File: src/rtl/fan_pkg.sv
// Shared definitions for the fan off-timer: state encodings, preset one-hot
// codes, preset lengths in minutes and the preset-to-ticks helper.
package fan_pkg;

    typedef enum logic [1:0] {
        T_OFF    = 2'd0,
        T_COUNT  = 2'd1,
        T_EXPIRE = 2'd2
    } timer_state_t;

    localparam int REMAIN_W = 13;
    localparam int SEL_W    = 4;

    localparam logic [SEL_W-1:0] SEL_OFF = 4'b0001;
    localparam logic [SEL_W-1:0] SEL_30  = 4'b0010;
    localparam logic [SEL_W-1:0] SEL_60  = 4'b0100;
    localparam logic [SEL_W-1:0] SEL_120 = 4'b1000;

    localparam int PRESET_30_MIN  = 30;
    localparam int PRESET_60_MIN  = 60;
    localparam int PRESET_120_MIN = 120;

    // Ticks to load for a preset; 120 min at 60 ticks/min is 7200, inside 13 bits.
    function automatic logic [REMAIN_W-1:0] preset_secs(input int minutes, input int min_secs);
        return REMAIN_W'(minutes * min_secs);
    endfunction

endpackage

File: src/rtl/fan_off_timer_if.sv
// Signal bundle between the fan speed controller and the off-timer.
interface fan_off_timer_if;
    import fan_pkg::*;

    // No valid/ready here: btn_timer is a one-cycle request pulse the timer
    // always accepts (or ignores by rule), set_idle is a one-cycle command
    // the controller must act on, the rest are levels.
    logic                btn_timer;
    logic                fan_run;
    logic [SEL_W-1:0]    timer_sel;
    logic [REMAIN_W-1:0] remain_sec;
    logic                set_idle;
    logic                counting;

    modport master (
        output btn_timer,
        output fan_run,
        input  timer_sel,
        input  remain_sec,
        input  set_idle,
        input  counting
    );

    modport slave (
        input  btn_timer,
        input  fan_run,
        output timer_sel,
        output remain_sec,
        output set_idle,
        output counting
    );

endinterface

File: src/rtl/sec_tick_gen.sv
// One-second prescaler: counts 0..SEC_CYCLES-1 while enabled and pulses tick
// on the last count; clear has priority and returns the count to zero.
module sec_tick_gen #(
    parameter int SEC_CYCLES = 125_000_000
) (
    input  logic clk,
    input  logic reset_n,
    input  logic enable,
    input  logic clear,
    output logic tick
);

    localparam int CNT_W = (SEC_CYCLES > 1) ? $clog2(SEC_CYCLES) : 1;
    localparam logic [CNT_W-1:0] LAST = CNT_W'(SEC_CYCLES - 1);

    logic [CNT_W-1:0] r_cnt;
    logic             w_wrap;

    assign w_wrap = (r_cnt == LAST);

    always_ff @(posedge clk or negedge reset_n) begin
        if (!reset_n) begin
            r_cnt <= '0;
        end else if (clear) begin
            r_cnt <= '0;
        end else if (enable) begin
            r_cnt <= w_wrap ? '0 : r_cnt + CNT_W'(1);
        end
    end

    // Not gated by clear: the consumer decides whether a reload beats the wrap.
    assign tick = enable & w_wrap;

endmodule

File: src/rtl/fan_off_timer.sv
// Fan off-timer: a button cycles OFF/30/60/120 minute presets while the fan
// runs, counts the preset down in one-second ticks and pulses set_idle at expiry.
module fan_off_timer
    import fan_pkg::*;
#(
    parameter int SYS_FREQ   = 125,
    parameter int SEC_CYCLES = SYS_FREQ * 1_000_000,
    parameter int MIN_SECS   = 60
) (
    input  logic           clk,
    input  logic           reset_n,
    fan_off_timer_if.slave tmr,
    output timer_state_t   o_dbg_state
);

    timer_state_t        r_state;
    logic [SEL_W-1:0]    r_sel;
    logic [REMAIN_W-1:0] r_remain;
    logic                r_set_idle;

    timer_state_t        w_state_nx;
    logic [SEL_W-1:0]    w_sel_nx;
    logic [REMAIN_W-1:0] w_remain_nx;
    logic                w_set_idle_nx;
    logic                w_clear;
    logic                w_tick;
    logic                w_last_sec;

    sec_tick_gen #(
        .SEC_CYCLES (SEC_CYCLES)
    ) u_sec_tick (
        .clk     (clk),
        .reset_n (reset_n),
        .enable  (r_state == T_COUNT),
        .clear   (w_clear),
        .tick    (w_tick)
    );

    assign w_last_sec = (r_remain <= REMAIN_W'(1));

    always_ff @(posedge clk or negedge reset_n) begin
        if (!reset_n) begin
            r_state    <= T_OFF;
            r_sel      <= SEL_OFF;
            r_remain   <= '0;
            r_set_idle <= 1'b0;
        end else begin
            r_state    <= w_state_nx;
            r_sel      <= w_sel_nx;
            r_remain   <= w_remain_nx;
            r_set_idle <= w_set_idle_nx;
        end
    end

    // Priority inside T_COUNT: fan stop cancels, then expiry, then the button, then the tick.
    always_comb begin
        w_state_nx  = r_state;
        w_sel_nx    = r_sel;
        w_remain_nx = r_remain;
        w_clear     = 1'b0;
        case (r_state)
            T_OFF: begin
                w_clear = 1'b1;
                if (tmr.fan_run && tmr.btn_timer) begin
                    w_state_nx  = T_COUNT;
                    w_sel_nx    = SEL_30;
                    w_remain_nx = preset_secs(PRESET_30_MIN, MIN_SECS);
                end
            end
            T_COUNT: begin
                if (!tmr.fan_run) begin
                    w_state_nx  = T_OFF;
                    w_sel_nx    = SEL_OFF;
                    w_remain_nx = '0;
                    w_clear     = 1'b1;
                end else if (w_tick && w_last_sec) begin
                    w_state_nx  = T_EXPIRE;
                    w_remain_nx = '0;
                end else if (tmr.btn_timer) begin
                    w_clear = 1'b1;
                    case (r_sel)
                        SEL_30: begin
                            w_sel_nx    = SEL_60;
                            w_remain_nx = preset_secs(PRESET_60_MIN, MIN_SECS);
                        end
                        SEL_60: begin
                            w_sel_nx    = SEL_120;
                            w_remain_nx = preset_secs(PRESET_120_MIN, MIN_SECS);
                        end
                        default: begin
                            w_state_nx  = T_OFF;
                            w_sel_nx    = SEL_OFF;
                            w_remain_nx = '0;
                        end
                    endcase
                end else if (w_tick) begin
                    w_remain_nx = r_remain - REMAIN_W'(1);
                end
            end
            T_EXPIRE: begin
                w_state_nx  = T_OFF;
                w_sel_nx    = SEL_OFF;
                w_remain_nx = '0;
                w_clear     = 1'b1;
            end
            default: begin
                w_state_nx  = T_OFF;
                w_sel_nx    = SEL_OFF;
                w_remain_nx = '0;
                w_clear     = 1'b1;
            end
        endcase
        w_set_idle_nx = (w_state_nx == T_EXPIRE);
    end

    assign tmr.timer_sel  = r_sel;
    assign tmr.remain_sec = r_remain;
    assign tmr.set_idle   = r_set_idle;
    assign tmr.counting   = (r_state == T_COUNT);
    assign o_dbg_state    = r_state;

endmodule

File: src/flat_wrapper.sv
// flat-port wrapper written by rule: the top's interface ports become plain ports
module fan_off_timer_flat import fan_pkg::*;
#(
    parameter int SYS_FREQ   = 125,
    parameter int SEC_CYCLES = SYS_FREQ * 1_000_000,
    parameter int MIN_SECS   = 60
)
  (clk, reset_n, o_dbg_state, tmr_btn_timer, tmr_fan_run, tmr_timer_sel, tmr_remain_sec, tmr_set_idle, tmr_counting);
  fan_off_timer_if tmr_i ();
  input  logic clk;
  input  logic reset_n;
  output timer_state_t o_dbg_state;
  input wire logic [$bits(tmr_i.btn_timer)-1:0] tmr_btn_timer;
  input wire logic [$bits(tmr_i.fan_run)-1:0] tmr_fan_run;
  output wire logic [$bits(tmr_i.timer_sel)-1:0] tmr_timer_sel;
  output wire logic [$bits(tmr_i.remain_sec)-1:0] tmr_remain_sec;
  output wire logic [$bits(tmr_i.set_idle)-1:0] tmr_set_idle;
  output wire logic [$bits(tmr_i.counting)-1:0] tmr_counting;
  assign tmr_i.btn_timer = tmr_btn_timer;
  assign tmr_i.fan_run = tmr_fan_run;
  assign tmr_timer_sel = tmr_i.timer_sel;
  assign tmr_remain_sec = tmr_i.remain_sec;
  assign tmr_set_idle = tmr_i.set_idle;
  assign tmr_counting = tmr_i.counting;
  fan_off_timer #(.SYS_FREQ(SYS_FREQ), .SEC_CYCLES(SEC_CYCLES), .MIN_SECS(MIN_SECS)) u_core (.clk(clk), .reset_n(reset_n), .tmr(tmr_i), .o_dbg_state(o_dbg_state));
endmodule
File: config.mk
export PLATFORM = sky130hd
export DESIGN_NAME = fan_off_timer_flat
export DESIGN_NICKNAME = d
export VERILOG_FILES = /design/src/rtl/fan_pkg.sv /design/src/rtl/fan_off_timer_if.sv /design/src/rtl/sec_tick_gen.sv /design/src/rtl/fan_off_timer.sv /design/src/flat_wrapper.sv
export SDC_FILE = /design/constraint.sdc
export NUM_CORES = 1
export LEC_CHECK = 0
export ABC_AREA = 1
export BUFFER_PORTS_ARGS = -buffer_cell sky130_fd_sc_hd__buf_2
export CAP_MARGIN = 15
export CORE_ASPECT_RATIO = 1.4
export CORE_MARGIN = 8
export CORE_UTILIZATION = 60
export DETAILED_ROUTE_END_ITERATION = 8
export PLACE_DENSITY = 0.83
export SLEW_MARGIN = 20
export SYNTH_ARGS = -nofsm -noshare
export SYNTH_HDL_FRONTEND = slang
export SYNTH_SLANG_ARGS = --single-unit
export TNS_END_PERCENT = 1
File: constraint.sdc
create_clock -name clk -period 2.5 [get_ports clk]
set_clock_uncertainty 0.2 [all_clocks]
set_input_delay 0.5 -clock clk [delete_from_list [all_inputs] [get_ports clk]]
set_output_delay 0.5 -clock clk [all_outputs]
set_load 0.01 [all_outputs]
=== Yosys cells after proc, flatten, opt, wreduce, memory -nomap -nowiden ===
Index checks and enable logic that the tools add are counted.

* Register bits after elaboration: 47
* Input port bits: 4

* $add $sub $neg: 2
* $lt $le $gt $ge: 1
* Eq/ne operators: 9
* Muxes and demuxes: 26
* Bitwise logic cells: 1
* Reduce and logical (&&, ||, !) cells: 7

{| class="wikitable"
|+ Operators by type and width
! kind !! count
|-
| 27-bit 2-to-1 mux || 3
|-
| 13-bit 2-to-1 mux || 5
|-
| 13-bit one-hot mux with 2 select lines || 2
|-
| 27-bit by 1-bit adder with 27-bit output, second input constant || 1
|-
| 27-bit equality test, second input constant || 1
|-
| 4-bit 2-to-1 mux || 4
|-
| 4-bit one-hot mux with 2 select lines || 2
|-
| 13-bit by 1-bit <= comparator with 1-bit output, second input constant || 1
|-
| 13-bit by 1-bit subtractor with 13-bit output, second input constant || 1
|-
| 2-bit 2-to-1 mux || 5
|-
| 3-bit != test, second input constant || 2
|-
| 5-bit by 3-bit != test with 1-bit output, second input constant || 1
|-
| 4-bit by 2-bit equality test with 1-bit output, second input constant || 1
|-
| 4-bit by 3-bit equality test with 1-bit output, second input constant || 1
|-
| 1-bit 2-to-1 mux || 4
|-
| 2-bit one-hot mux with 2 select lines || 1
|-
| 3-bit AND reduction || 1
|-
| 2-bit by 1-bit equality test with 1-bit output, second input constant || 1
|-
| 2-bit equality test, second input constant || 1
|-
| 1-bit logical AND || 2
|-
| 2-bit logical NOT || 1
|-
| 2-bit by 1-bit != test with 1-bit output, second input constant || 1
|-
| 2-bit AND reduction || 1
|-
| 2-bit nonzero test || 1
|-
| other kinds (2) || 2
|}

=== Logic depth before layout (Yosys ltp) ===
* Depth after elaboration: 8
* Gate-level depth with buffers: 12

=== Modules after synthesis ===
Synthesis repeated with hierarchy kept, for this count alone.

* Cells, all modules: 437
* Area, all modules: 3,035.4 µm²

{| class="wikitable"
|+ By module, submodules not included
! module !! times used !! cells an instance !! area an instance (µm²) !! sequential area each (µm²)
|-
| sec_tick_gen || 1 || 261 || 1,757.9 || 675.6
|-
| fan_off_timer || 1 || 176 || 1,277.5 || 501.7
|}

=== Worst setup path after synthesis ===
Ideal clock, no wire load.

* Kind: reg2reg
* Start point: reg u_core.u_sec_tick.r_cnt[0]
* End point: reg u_core.r_remain[9] (netlist: u_core.tmr.remain_sec[9])
* Data arrival time: 1,464 ps
* Data required time: 2,181 ps
* Path slack: 717 ps
* Stages on the path, launching flop included: 12
* Buffers on the path: 1
* Period minus slack after synthesis: 1,783 ps
* Cell sequence: dfrtp_1 ha_1 nand3_2 inv_2 nand2_4 nor2_4 nand2_2 nand2_4 nand2_4 buf_6 a21oi_1 nand2_1

* Longest elaborated chain between the ends: 6

{| class="wikitable"
|+ RTL lines
! item !! line !! source
|-
| from (decl) || sec_tick_gen.sv:16 || <nowiki>logic [CNT_W-1:0] r_cnt;</nowiki>
|-
| from (signal assigned) || sec_tick_gen.sv:27 || <nowiki>r_cnt <= w_wrap ? '0 : r_cnt + CNT_W'(1);</nowiki>
|-
| 27-bit equality test * || sec_tick_gen.sv:19 || <nowiki>assign w_wrap = (r_cnt == LAST);</nowiki>
|-
| 1-bit AND * || sec_tick_gen.sv:32 || <nowiki>assign tick = enable & w_wrap;</nowiki>
|-
| 1-bit logical AND || fan_off_timer.sv:76 || <nowiki>end else if (w_tick && w_last_sec) begin</nowiki>
|-
| 13-bit 2-to-1 mux || fan_off_timer.sv:76 ||
|-
| 13-bit 2-to-1 mux || fan_off_timer.sv:71 || <nowiki>if (!tmr.fan_run) begin</nowiki>
|-
| 13-bit one-hot mux with 2 select lines || fan_off_timer.sv:61 || <nowiki>case (r_state)</nowiki>
|-
| to (signal assigned) || fan_off_timer.sv:50 || <nowiki>r_remain <= w_remain_nx;</nowiki>
|-
| to (decl) || fan_off_timer.sv:18 || <nowiki>logic [REMAIN_W-1:0] r_remain;</nowiki>
|}

Every way passes the cells marked *; elsewhere a longest branch is shown, timed or not.
A chain may end at the register's enable or synchronous reset.

=== Worst setup path after layout ===
* Start point: reg u_core.u_sec_tick.r_cnt[0]
* End point: reg u_core.r_remain[7] (netlist: u_core.tmr.remain_sec[7])

The elaborated chain is that of the path after synthesis.

==> summary.txt <==
Worst setup path
  – CP peak stage delay: 0.38 ns
  – CP Cell Sequence: ha_1, nand3_2, inv_2, nand2_4, nor2_4, nand2_2, nand2_4, nand2_4, inv_2, nand2_1, inv_2, nor2_1
  – WP buf/inv: 3
  – Startpoint types: register
  – Worst Path Required: 2.49 ns
  – FF-to-FF path depth: 12
  – Crit Path Category: register to register
  – Slowest CP cell: dfrtp_1
  – CP arrival: 2.14 ns
  – Flop2flop setup slack: 0.35 ns
  – Cell family with most CP delay: simple AND/OR/NAND/NOR gates
  – CP endpoint kind: register
  – Worst r2r src: u_core.u_sec_tick.r_cnt[0]
  – Max FO, Critical Path: 18
  – R2r endpoint: u_core.tmr.remain_sec[7]

Clocking
  – CTS Hold Bufs: 0
  – CTS tree: done
  – Clock latency on the worst-skew pair: 0.30 ns
  – Post-CTS setup buffer count: 0
  – H-tree Lvls: 2
  – Clock root cell: clkbuf_8
  – CTS Buffer Depth: 2
  – Sink Count: 47
  – Post-cts sizing count: 0
  – Worst-path clk slew: 0.09 ns
  – CTS Buf Count: 5

Detailed routing
  – Post-DR vias/cell: 5.31
  – Drt drc: 0
  – TritonRoute pass-1 iters: 4
  – Initial drt markers: 149
  – Post-route ant nets: 0
  – Average wire per standard cell: 13.7 µm
  – Via count: 2782
  – Wirelength, routed: 7190 µm

Logic synthesis
  – Cells after Synth: 432
  – Post-synth EDFFs: 0
  – Top_reg_cell synth: dfrtp_1
  – Sequential share of the synthesized area: 0.390
  – Avg Inst Size Synth: 6.99 µm²
  – Most instantiated cells after synthesis: 110 x nand2_1, 92 x nor2_1, 46 x dfrtp_1
  – #FFs+latches synth: 47
  – Asr flop ratio synth: 1.00
  – Post-synth top area cell: dfrtp_1
  – Count leader, synth: nand2_1
  – Top post-synthesis cells by area: dfrtp_1 38%, nand2_1 14%, nor2_1 11%, inv_1 5.2%, xor2_1 4.4%
  – Post-synth top area share: 0.381
  – Synthesized net count: 439
  – Mapped Area: 3020 µm²
  – Cell variety after synth: 30
  – Number of synthesis warnings: 0

Placement
  – GP Congestion: 0.952
  – Placed cells: 516
  – Post-DP HPWL: 5520 µm
  – Pre-CTS setup slack: 0.353 ns
  – PortBufs: 24

Global routing
  – GRT Overall Usage: 0.198
  – Initial antenna violation count: 0
  – Vias in the first global route: 2774
  – First-pass GRT wire length: 12400 µm
  – GR Overflow Total: 0
  – Largest net degree at the start of global routing: 48

Pwr
  – Worst-case vdd ir drop: 416 µV
  – Net switching fraction of the power: 0.372
  – Sequential Power Share: 0.465
  – PD cells: 592 nW/µm²
  – Power share of the clock group: 0.229
  – Net switching power: 0.721 mW
  – Leakage: 1.55 nW
  – Cell internal pwr: 1.22 mW
  – Combinational power share: 0.307

Timing
  – Setup ws final: 0.350 ns
  – Slew headroom: 0.504
  – Worst-Margin Slew: 0.738 ns
  – Final setup violation count: 0
  – Final hold vios: 0
  – Max Fclk: 465 MHz
  – RSZ-0062 raised after global routing: no
  – Period utilisation layout: 0.860
  – Tmin final: 2.15 ns
  – Fin. max-slew vios: 0
  – Setup TNS: 0 ns
  – Hold slack: 0.0916 ns

Flow run
  – Max capacitance violation total: 0

Final layout
  – Share of cells above drive strength 1: 0.139
  – # diodes: 0
  – Layout area overhead: 8.42%
  – Nets: 466
  – Layout Cells excl Fill: 524

Die
  – # IOs: 25
  – Chip Width: 75.9 µm
  – Die Area: 7590 µm²
  – Starting density of the core: 0.623
  – CORE AREA: 4840 µm²
  – Die height: 99.9 µm
  – Num rows: 30

Min path
  – Hold/Removal Path Class: input pin to asynchronous set/reset pin

Run status
  – Outcome: finished clean
-- metal layers --
metal / share of wire / GRT usage / vias up
li1: - / - / 1404
met1: 0.40 / 0.202 / 1295
met2: 0.55 / 0.374 / 69
met3: 0.037 / 0.0385 / 14
met4: 0.020 / 0.0955 / 0
met5: 0 / 0 / -
-- kinds of logic after synthesis --
kind of cell / synth area share
simple gates: 0.430
mux: 0.00332
flops: 0.390
compound gates: 0.0269
buf+inv: 0.0788
fa+ha+maj: 0.0124
xor+xnor: 0.0580
-- how the worst max path moves through the flow --
stage                                           from                  endpoint  slack [ns]  depth (start not counted)
after floorplan           u_core.u_sec_tick.r_cnt[0]  u_core.tmr.remain_sec[9]        0.72                         11
after global placement    u_core.u_sec_tick.r_cnt[0]  u_core.tmr.remain_sec[1]        0.42                         12
after detailed placement  u_core.u_sec_tick.r_cnt[0]  u_core.tmr.remain_sec[7]        0.35                         12
after CTS                 u_core.u_sec_tick.r_cnt[0]  u_core.tmr.remain_sec[7]        0.34                         12
after global routing      u_core.u_sec_tick.r_cnt[0]  u_core.tmr.remain_sec[7]        0.23                         12
final                     u_core.u_sec_tick.r_cnt[0]  u_core.tmr.remain_sec[7]        0.35                         12
-- placed cells by master, fill, tap and decap left out, types with 3 or more instances in the layout --
master,Yosys,routed
ha_1,3,3
nand3_2,3,3
buf_2,4,24
dfrtp_1,46,46
xor2_1,15,15
nand2_4,3,3
nor2_1,92,92
nand3_1,25,25
nand2_2,5,5
inv_1,42,42
inv_2,9,9
clkbuf_8,0,5
nor3_1,22,22
nor2_2,3,3
nand4_1,12,12
xnor2_1,5,5
nor2_4,5,5
a21oi_1,11,11
nand2_1,110,110
-- cell type report --
type / count / area, µm²
Sequential cell: 47 / 1180
Clock inverter: 1 / 5.00
Timing Repair Buffer: 26 / 135
Fill cell: 439 / 1570
Inverter: 52 / 195
Clock buffer: 7 / 76.3
Tap cell: 64 / 80.1
Multi-Input combinational cell: 327 / 1600
-- power by group through the flow --
stage | registers (mW) | logic, mW | clock network (mW)
5_1_grt | 0.912 | 0.667 | 0.487
6_report | 0.900 | 0.594 | 0.443
3_3_place_gp | 0.913 | 0.589 | 0
2_1_floorplan | 0.925 | 0.391 | 0
4_1_cts | 0.897 | 0.596 | 0.462
3_5_place_dp | 0.911 | 0.596 | 0
-- stage by stage --
step | area [µm²] | utilization | power, mW
after floorplan | 3020 | - | 1.32
after global placement | 3190 | 0.659 | 1.50
after detailed placement | 3190 | 0.659 | 1.51
after CTS | 3270 | 0.676 | 1.96
after global routing | 3270 | 0.676 | 2.07
final | 3270 | 0.676 | 1.94
-- flip-flops by register name (all words and copies together) (netlist names) --
signal,flops
u_core.tmr.set_idle,1
u_core.tmr.remain_sec,13
u_core.u_sec_tick.r_cnt,27
u_core.tmr.timer_sel,4
u_core.o_dbg_state,2
No activity file was read; power rests on OpenSTA's default activity.
